### config.mk
export PLATFORM = sky130hd
export DESIGN_NAME = blink_sched
export DESIGN_NICKNAME = d
export VERILOG_FILES = /design/src/rtl/blink_sched.sv
export SDC_FILE = /design/constraint.sdc
export NUM_CORES = 1
export LEC_CHECK = 0
export BUFFER_PORTS_ARGS = -buffer_cell sky130_fd_sc_hd__buf_2
export CORE_MARGIN = 1
export CORE_UTILIZATION = 49
export DETAILED_ROUTE_END_ITERATION = 10
export PLACE_DENSITY = 0.74
export SLEW_MARGIN = 15
export SYNTH_ARGS = -nofsm -noshare
export SYNTH_HDL_FRONTEND = slang
export SYNTH_SLANG_ARGS = --single-unit
### constraint.sdc
create_clock -name clk_i -period 1.81 [get_ports clk_i]
set_clock_uncertainty 0.05 [all_clocks]
set_input_delay 0.4525 -clock clk_i [delete_from_list [all_inputs] [get_ports clk_i]]
set_output_delay 0.4525 -clock clk_i [all_outputs]
set_load 0.02 [all_outputs]
### src/rtl/blink_sched.sv
// Round-robin scheduler handing four requesters timed slots on a shared blink counter.
// Define BLINK_SCHED_GAP_EN to insert one idle GAP cycle at every slot end.
module blink_sched #(
  parameter int SLOT_CYCLES = 256
) (
  input  logic        clk_i,
  input  logic        rst_i,
  input  logic [3:0]  req_i,
  input  logic [11:0] div_sel_i,
  output logic [3:0]  gnt_o,
  output logic        en_o,
  output logic        busy_o
);

  localparam int               CNT_W     = $clog2(SLOT_CYCLES);
  localparam logic [CNT_W-1:0] SLOT_LAST = CNT_W'(SLOT_CYCLES - 1);

`ifdef BLINK_SCHED_GAP_EN
  typedef enum logic [1:0] {S_IDLE = 2'd0, S_RUN = 2'd1, S_GAP = 2'd2} state_t;
`else
  typedef enum logic [1:0] {S_IDLE = 2'd0, S_RUN = 2'd1} state_t;
`endif

  state_t           r_state;
  state_t           w_next;
  logic [3:0]       r_gnt;
  logic [1:0]       r_ptr;
  logic [2:0]       r_k;
  logic [7:0]       r_pre;
  logic [CNT_W-1:0] r_slot;

  logic       w_any_req;
  logic       w_held;
  logic       w_slot_end;
  logic       w_grant;
  logic [1:0] w_win;
  logic [7:0] w_mask;

  assign w_any_req  = |req_i;
  assign w_held     = |(r_gnt & req_i);
  assign w_slot_end = (r_state == S_RUN) && (!w_held || (r_slot == SLOT_LAST));
  assign w_mask     = (8'd1 << r_k) - 8'd1;

  // Scan downward so the lowest offset above ptr wins; offset 4 is the holder itself.
  always_comb begin
    w_win = r_ptr;
    for (int i = 4; i >= 1; i--) begin
      if (req_i[r_ptr + 2'(i)]) w_win = r_ptr + 2'(i);
    end
  end

  always_ff @(posedge clk_i) begin
    if (rst_i) r_state <= S_IDLE;
    else       r_state <= w_next;
  end

  always_comb begin
    w_next = r_state;
    case (r_state)
      S_IDLE: if (w_any_req) w_next = S_RUN;
      S_RUN: begin
        if (w_slot_end) begin
`ifdef BLINK_SCHED_GAP_EN
          w_next = S_GAP;
`else
          w_next = w_any_req ? S_RUN : S_IDLE;
`endif
        end
      end
`ifdef BLINK_SCHED_GAP_EN
      S_GAP:   w_next = w_any_req ? S_RUN : S_IDLE;
`endif
      default: w_next = S_IDLE;
    endcase
  end

  always_comb begin
    en_o   = 1'b0;
    busy_o = (r_state != S_IDLE);
    if ((r_state == S_RUN) && w_held && ((r_pre & w_mask) == 8'd0)) en_o = 1'b1;
  end

  // A new grant is taken on entry to RUN from anywhere except an ongoing slot.
  assign w_grant = (w_next == S_RUN) && !((r_state == S_RUN) && !w_slot_end);

  always_ff @(posedge clk_i) begin
    if (rst_i) begin
      r_gnt  <= 4'd0;
      r_ptr  <= 2'd3;
      r_k    <= 3'd0;
      r_pre  <= 8'd0;
      r_slot <= '0;
    end else if (w_grant) begin
      r_gnt  <= 4'b0001 << w_win;
      r_ptr  <= w_win;
      r_k    <= div_sel_i[3*w_win +: 3];
      r_pre  <= 8'd0;
      r_slot <= '0;
    end else if (w_slot_end) begin
      r_gnt  <= 4'd0;
      r_pre  <= 8'd0;
      r_slot <= '0;
    end else if (r_state == S_RUN) begin
      r_pre  <= r_pre + 8'd1;
      r_slot <= r_slot + CNT_W'(1);
    end
  end

  assign gnt_o = r_gnt;

endmodule

Word level (Yosys, flattened, before mapping)
Index checks and enable logic that the tools add are counted.
{"block": "classes", "order_cmp": 3, "addsub": 6, "n_eq_ne": 3, "mul": 1, "bitwise": 2, "n_mux": 16, "n_reduce_logical": 16, "shift": 3}
{"cell": "$add A8 B1 Y8 const B", "n": 2}
{"cell": "$shiftx A12 B5 Y3", "n": 1}
{"cell": "$mux W2", "n": 5}
{"cell": "$lt A2 B3 Y1 const B", "n": 3}
{"cell": "$and A8 B8 Y8", "n": 1}
{"cell": "$eq A8 B8 Y1 const B", "n": 1}
{"cell": "$logic_not A8 Y1", "n": 1}
{"cell": "$mux W4", "n": 2}
{"cell": "$reduce_or A4 Y1", "n": 2}
{"cell": "$shl A1 B3 Y8 const A", "n": 1}
{"cell": "$sub A8 B1 Y8 const B", "n": 1}
{"cell": "$bmux W1 S2", "n": 3}
{"cell": "$logic_and A1 B1 Y1", "n": 5}
{"cell": "$mux W1", "n": 5}
{"cell": "$add A2 B2 Y2 const B", "n": 2}
{"cell": "$and A4 B4 Y4", "n": 1}
{"cell": "$eq A2 B1 Y1 const B", "n": 2}
{"cell": "$mul A2 B2 Y4 const A", "n": 1}
{"cell": "$pmux W2 S2", "n": 1}
{"cell": "$reduce_bool A2 Y1", "n": 2}
{"cell": "$shl A1 B2 Y4 const A", "n": 1}
{"cell": "$logic_not A1 Y1", "n": 3}
{"cell": "$reduce_or A3 Y1", "n": 1}
{"cell": "$add A2 B1 Y2 const B", "n": 1}
{"cell": "other kinds (2)", "n": 2}
{"block": "word_totals", "word_cells": 56, "input_bits": 18, "out_inout_bits": 6, "regBits": 27}

Logic depth before layout (Yosys ltp)
Gate-level depths: netlist of the first run.
{"block": "logic_depth", "word_depth": 10, "ltp_mapped": 8, "depth_no_buf": 6}

Worst setup path before layout of the first run
Ideal clock, no wire load.
{"block": "synth_path", "path_type": "input -> output", "from": "in req_i[3]", "to": "out en_o", "path_slack_ns": -0.089, "n_path_buf": 1, "required_ns": 1.307, "arrival_time_ns": 1.397, "stages": 5, "cell_sequence": "buf_6 -> a22oi_2 -> a21boi_1 -> nand2_1 -> a211oi_1"}
{"block": "synth_via", "elab_chain_len": 5}
{"item": "start: declaration", "line": "8", "rtl": "input logic [3:0] req_i,"}
{"item": "$and A4 B4 Y4", "line": "40", "rtl": "assign w_held = |(r_gnt & req_i);"}
{"item": "$reduce_or A4 Y1", "line": "40"}
{"item": "$logic_and A1 B1 Y1 (2 in a row)", "line": "80", "rtl": "if ((r_state == S_RUN) && w_held && ((r_pre & w_mask) == 8'd0)) en_o = 1'b1;"}
{"item": "$mux W1", "line": "80"}
{"item": "end: declaration", "line": "11", "rtl": "output logic en_o,"}
Every way passes these cells.

Final worst setup path of the first run
{"block": "layout_path", "from": "reg r_pre[3]", "to": "out en_o"}
{"block": "layout_via", "elab_chain_len": 4}
{"item": "start: declaration", "line": "29", "rtl": "logic [7:0] r_pre;"}
{"item": "start signal: assignment", "line": "104", "rtl": "r_pre <= r_pre + 8'd1;"}
{"item": "$and A8 B8 Y8", "line": "80"}
{"item": "$logic_not A8 Y1", "line": "80"}
{"item": "$logic_and A1 B1 Y1", "line": "80"}
{"item": "$mux W1", "line": "80"}
Every way passes these cells.

==> reports/qor.yml, run 1 <==
outcome: "complete, but fails checks"
violations: "setup timing"
diodes: 0
share_comb_of_total_power_pct: 26.3
grt_pass1_vias: 1388
grt_max_degree: 16
nets: 231
cts.clk_slew.worst_paths_ps: 140
numCtsBuffers: 3
hold_path.class: "input pin to register"
cp-start-kind: "register"
routedWlPerCell_um: 15.9
whs_ps: 363
drive_gt1_share_pct: 46.9
critPathArrivalTime_ps: 1420
cts.sinks: 26
gp_congestion: 0.838
ys.flop_type: "dfxtp_1"
dp_cells: 229
nFillCells: 184
report.final.setup_viol: 3
layout.cells.non_filler: 239
grt_overflow: 0
crit_required_ps: 1310
drv_slew: 0
yosysUniqueCellTypes: 46
peakVddDrop_uv: 571
grt_usage_pct: 24.4
synth_area_um2: 1390
dieArea_um2: 3060
critical_path_class: "register to primary output"
finalCritPeriodShare_pct: 106
worstSetupEndpointType: "primary output"
syn-num-nets: 183
crit_fanout: 4
post-place-ws_ps: -248
vias: 1389
multiInputGateArea_um2: 982
synth_edf_count: 0
synth-warning-count: 0
critPathMaxStageDelay_ps: 360
cts_tree: "done"
grt_first_pass_wirelength_um: 6070
p_seq_share_pct: 52.7
p_per_area_nw_per_um2: 604
p_clk_share_pct: 20.9
fmax_mhz: 520
synth.ff_latch_count: 26
wl_um: 3800
drtIter0Drc: 26
htree_levels: 1
num_rows: 18
register_area_um2: 538
clock_latency_ps: 330
die_h_um: 55.3
portBuffers: 23
ctsHoldBuffers: 0
hpwl_um: 2590
max-clock-path-buffers: 2
rsz0062_at_grt: "yes"
yosysSeqAreaShare_pct: 37.3
sw_frac_of_total_pct: 30.8
p_sw_uw: 362
core_um2: 2590
maxCapViolCount: 0
dr.pass1.iters: 4
drcViolationCount: 0
pin_count: 24
cp_cell_sequence: "nor4_2 > a21oi_1 > a211oi_2 > buf_4"
area_growth_pct: 39.5
p_leak_uw: 0.000783
hold_viol_final: 0
synthArstFlopShare_pct: 0
start_util_pct: 53.8
antenna_found_initial: 0
synth.avg_cell_area_um2: 8.55
tns_ps: -168
period_needed_ps: 1920
die_w_um: 55.3
root_buffer: "clkbuf_4"
synthesis.instances: 163
timing.final.ws_setup_ps: -113
p_int_uw: 812
via_per_inst: 5.81
antenna_left: 0
cp_slowest_cell: "dfxtp_2"
==> kinds of logic after synthesis <==
group                    Yosys count  share of synthesized area (%)
XOR/XNOR                          12                           7.54
AND/OR/NAND/NOR                   67                           23.9
multiplexers                       5                           3.86
adder cells (fa/ha/maj)            2                           1.80
buffers and inverters             13                           5.65
AO/OA/AOI/OAI                     37                           19.7
other                              1                          0.269
flip-flops                        26                           37.3
==> flip-flops by register name, summed over array words and instances, names as in the netlist <==
signal   cells
gnt_o        4
r_k          3
r_pre        7
r_ptr        2
r_slot       8
r_state      2
==> layer usage <==
layer	up-vias	wire, um	part of all wire [%]	global-route usage [%]
li1	681	-	-	-
met1	664	1640	43	29.4
met2	36	1930	51	43.7
met3	8	169	4.4	4.45
met4	0	69	1.8	7.50
met5	-	0	0	0
==> cells in the final DEF (no fill, tap or decap), types with 5 or more instances in the layout <==
cell type	netlist	final
a21oi_1	10	9
buf_2	3	21
buf_4	1	24
buf_6	3	5
dfxtp_1	26	14
dfxtp_2	0	11
inv_1	6	6
nand2_1	17	15
nor2_1	20	20
xnor2_1	5	5
xor2_1	7	7
==> cell usage after synthesis, types with 2 or more instances <==
| library cell | number | area share (%) |
|---|---|---|
| a211oi_1 | 2 | 1.1 |
| a21oi_1 | 10 | 3.6 |
| a221oi_1 | 5 | 3.1 |
| and3_1 | 2 | 0.90 |
| and4_1 | 2 | 1.3 |
| buf_2 | 3 | 1.1 |
| buf_6 | 3 | 2.4 |
| dfxtp_1 | 26 | 37 |
| ha_1 | 2 | 1.8 |
| inv_1 | 6 | 1.6 |
| mux2_2 | 3 | 2.4 |
| mux2i_1 | 2 | 1.4 |
| nand2_1 | 17 | 4.6 |
| nand2b_1 | 3 | 1.3 |
| nand3_1 | 6 | 2.2 |
| nand4_1 | 4 | 1.8 |
| nor2_1 | 20 | 5.4 |
| nor2b_1 | 3 | 1.3 |
| o211ai_1 | 2 | 1.1 |
| o21ai_0 | 5 | 1.8 |
| or3_1 | 2 | 0.90 |
| xnor2_1 | 5 | 3.1 |
| xor2_1 | 7 | 4.4 |
==> worst paths after layout <==
path         cells past startpoint                     to  slack, ps                   start
max reg2reg                      7    r_k[1]$_SDFFE_PP0P_        -30  r_slot[0]$_SDFFE_PP0P_
max                              4                   en_o       -110   r_pre[3]$_SDFFE_PP0P_
min reg2reg                      2  gnt_o[0]$_SDFFE_PP0P_        450   gnt_o[0]$_SDFFE_PP0P_
min                              2  r_state[0]$_SDFF_PP0_        360                   rst_i
==> power by group through the flow <==
stage                     logic (uW)  clock network (uW)  registers (uW)
final                            309                 246             619
after global routing             334                 273             623
after detailed placement         232                   0             629
after CTS                        259                 247             616
after floorplan                  150                   0             625
after global placement           219                   0             628
==> critical path, delay by kind of cell, from the launching register on <==
kind            cells  cell delay [ps]
compound gates      2              320
buf+inv             1              170
flops               1              360
simple gates        1              260
==> area by class of cell <==
class / count / area share (%)
repair buffers: 50 / 17.6
inverters: 6 / 1.16
flip-flops and latches: 26 / 27.7
multi-input cells: 124 / 50.5
clock buffers: 3 / 1.16
well taps: 30 / 1.93
==> per-stage QoR <==
step	area (um^2)	util (%)	total power, uW
6_report	1940	75.1	1170
2_1_floorplan	1410	-	775
5_1_grt	1940	75.1	1230
4_1_cts	1820	70.2	1120
3_5_place_dp	1660	64.0	861
3_3_place_gp	1660	64.0	847
==> what timing repair did <==
action	CTS	global route
gates resized for setup	25	27
gates cloned	1	0
setup endpoints to repair	9	26
pin swaps	9	11
buffers inserted	6	0
(Power assumes the default switching activity.)
==> run 2: changes to the inputs <==
--- a/config.mk
+++ b/config.mk
@@ -9,7 +9,7 @@
 export CORE_MARGIN = 1
 export CORE_UTILIZATION = 49
 export DETAILED_ROUTE_END_ITERATION = 10
-export PLACE_DENSITY = 0.74
+export PLACE_DENSITY_LB_ADDON = 0.2
 export SLEW_MARGIN = 15
 export SYNTH_ARGS = -nofsm -noshare
 export SYNTH_HDL_FRONTEND = slang
==> run 2 against run 1 <==
The run still ends with setup timing left. Critical path depth increased by 1. Worst hold slack improved by 14 ps. Largest cell class unchanged. Largest power group unchanged. Register-to-register slack got worse by 40 ps.
==> reports/qor.yml, run 2 (synthesis results as in run 1) <==
fin_area_um2: 1930
grt_first_pass_wirelength_um: 5970
wl_met3_um: 148
report.final.setup_viol: 9
cts.clk_slew.worst_paths_ps: 140
period_needed_ps: 1950
num_rows: 18
clock_latency_ps: 330
grt_usage_pct: 24.3
whs_ps: 377
die_w_um: 55.3
worstSetupEndpointType: "primary output"
dp_cells: 230
nets: 232
vias: 1399
violations: "setup timing"
p_per_area_nw_per_um2: 633
finalCritPeriodShare_pct: 108
fmax_mhz: 513
critical_path_class: "register to primary output"
grt_overflow: 0
dr.pass1.iters: 4
cts.sinks: 26
grt_max_degree: 16
wl_met1_um: 1630
htree_levels: 1
start_util_pct: 53.8
die_h_um: 55.3
timing.final.ws_setup_ps: -138
post-place-ws_ps: -178
hpwl_um: 2460
critPathArrivalTime_ps: 1450
r2r-end: "r_k[0]$_SDFFE_PP0P_"
rrSetupSlack_ps: -70
hold_depth: 2
rsz0062_at_grt: "yes"
cp-start-kind: "register"
gp_congestion: 0.891
power_uw: 1220
pin_count: 24
via_per_inst: 5.80
maxCapViolCount: 0
largest_register_ffs: 8
reg2reg_depth: 6
wl_um: 3800
portBuffers: 23
grt_pass1_vias: 1350
route.met2.wl_um: 1940
drv_slew: 0
top_layer_used: "met4"
r2r_start: "gnt_o[2]$_SDFFE_PP0P_"
core_um2: 2590
top_register: "r_slot"
nFillCells: 187
drcViolationCount: 0
area_growth_pct: 38.2
routedWlPerCell_um: 15.8
ctsHoldBuffers: 0
numCtsBuffers: 3
hold_path.class: "input pin to register"
dieArea_um2: 3060
antenna_left: 0
min_from: "rst_i"
final_cell_mix: "26 x buf_4, 21 x buf_2, 20 x nor2_1, 17 x nand2_1, 16 x dfxtp_1"
crit_required_ps: 1310
whs_endpoint: "r_k[2]$_SDFFE_PP0P_"
final_common_cell: "buf_4"
max-clock-path-buffers: 2
p_leak_uw: 0.000794
crit_fanout: 2
drive_gt1_share_pct: 44.5
drtIter0Drc: 51
layout.cells.non_filler: 241
antenna_found_initial: 0
hold_viol_final: 0
diodes: 0
peakVddDrop_uv: 524
cts_tree: "done"
post_dp_cell_area_um2: 1660
outcome: "complete, but fails checks"
root_buffer: "clkbuf_4"
## run 2: changes by cell type in the layout (fill, tap and decap cells not counted), moves of 2 or more
cell and change:
nand3_2 +2, a221oi_2 +2, dfxtp_2 -2, nand2_2 -2, dfxtp_1 +2, nand3_4 -2
nand2_1 +2, a221oi_4 -2, buf_4 +2
## run 2: repair_timing
action                                  in CTS  in global routing
hold endpoints to repair                     0                  0
gates resized for setup                     27                 17
cloned                                       1                  0
endpoints found under the setup margin      25                 25
setup buffers                                2                  4
pin swaps                                    8                  4
## run 2: area by class of cell
cell class | instances | area (um^2) | area share, %
Clock buffer | 4 | 36.3 | 1.88
Inverter | 6 | 22.5 | 1.17
Multi-Input combinational cell | 124 | 950 | 49.3
Sequential cell | 26 | 536 | 27.8
Tap cell | 30 | 37.5 | 1.95
Timing Repair Buffer | 51 | 345 | 17.9
## run 2: worst max-delay path: stages, from the launching register on
cell,delay [ps]
dfxtp_2,360
nor2b_4,150
a21boi_4,210
nand2_1,80
a211oi_2,150
buf_4,170
## run 2: power by group
| group | switching, uW | internal, uW |
|---|---|---|
| Combinational | 161 | 134 |
| Clock | 183 | 123 |
| Sequential | 23.9 | 594 |
## run 2: how the worst max path moves through the flow
stage / start / cells after the start / endpoint / slack, ps
2_1_floorplan: req_i[3] / 7 / r_k[0]$_SDFFE_PP0P_ / 20
3_3_place_gp: req_i[2] / 6 / r_k[0]$_SDFFE_PP0P_ / -90
3_5_place_dp: req_i[2] / 6 / r_k[0]$_SDFFE_PP0P_ / -180
4_1_cts: r_pre[0]$_SDFFE_PP0P_ / 4 / en_o / -130
5_1_grt: r_state[0]$_SDFF_PP0_ / 5 / en_o / -220
6_report: r_state[0]$_SDFF_PP0_ / 5 / en_o / -140
## run 2: through the flow
step / setup TNS [ps] / util (%)
floorplan: 0 / -
global placement: -1070 / 64.3
detailed placement: -2800 / 64.3
CTS: -341 / 70.2
global route: -969 / 74.4
finish: -439 / 74.4
## run 2: metal layers
metal	GRT usage, %	vias up
li1	-	680
met1	29.7	676
met2	43.4	35
met3	3.28	8
met4	8.21	0
met5	0	-
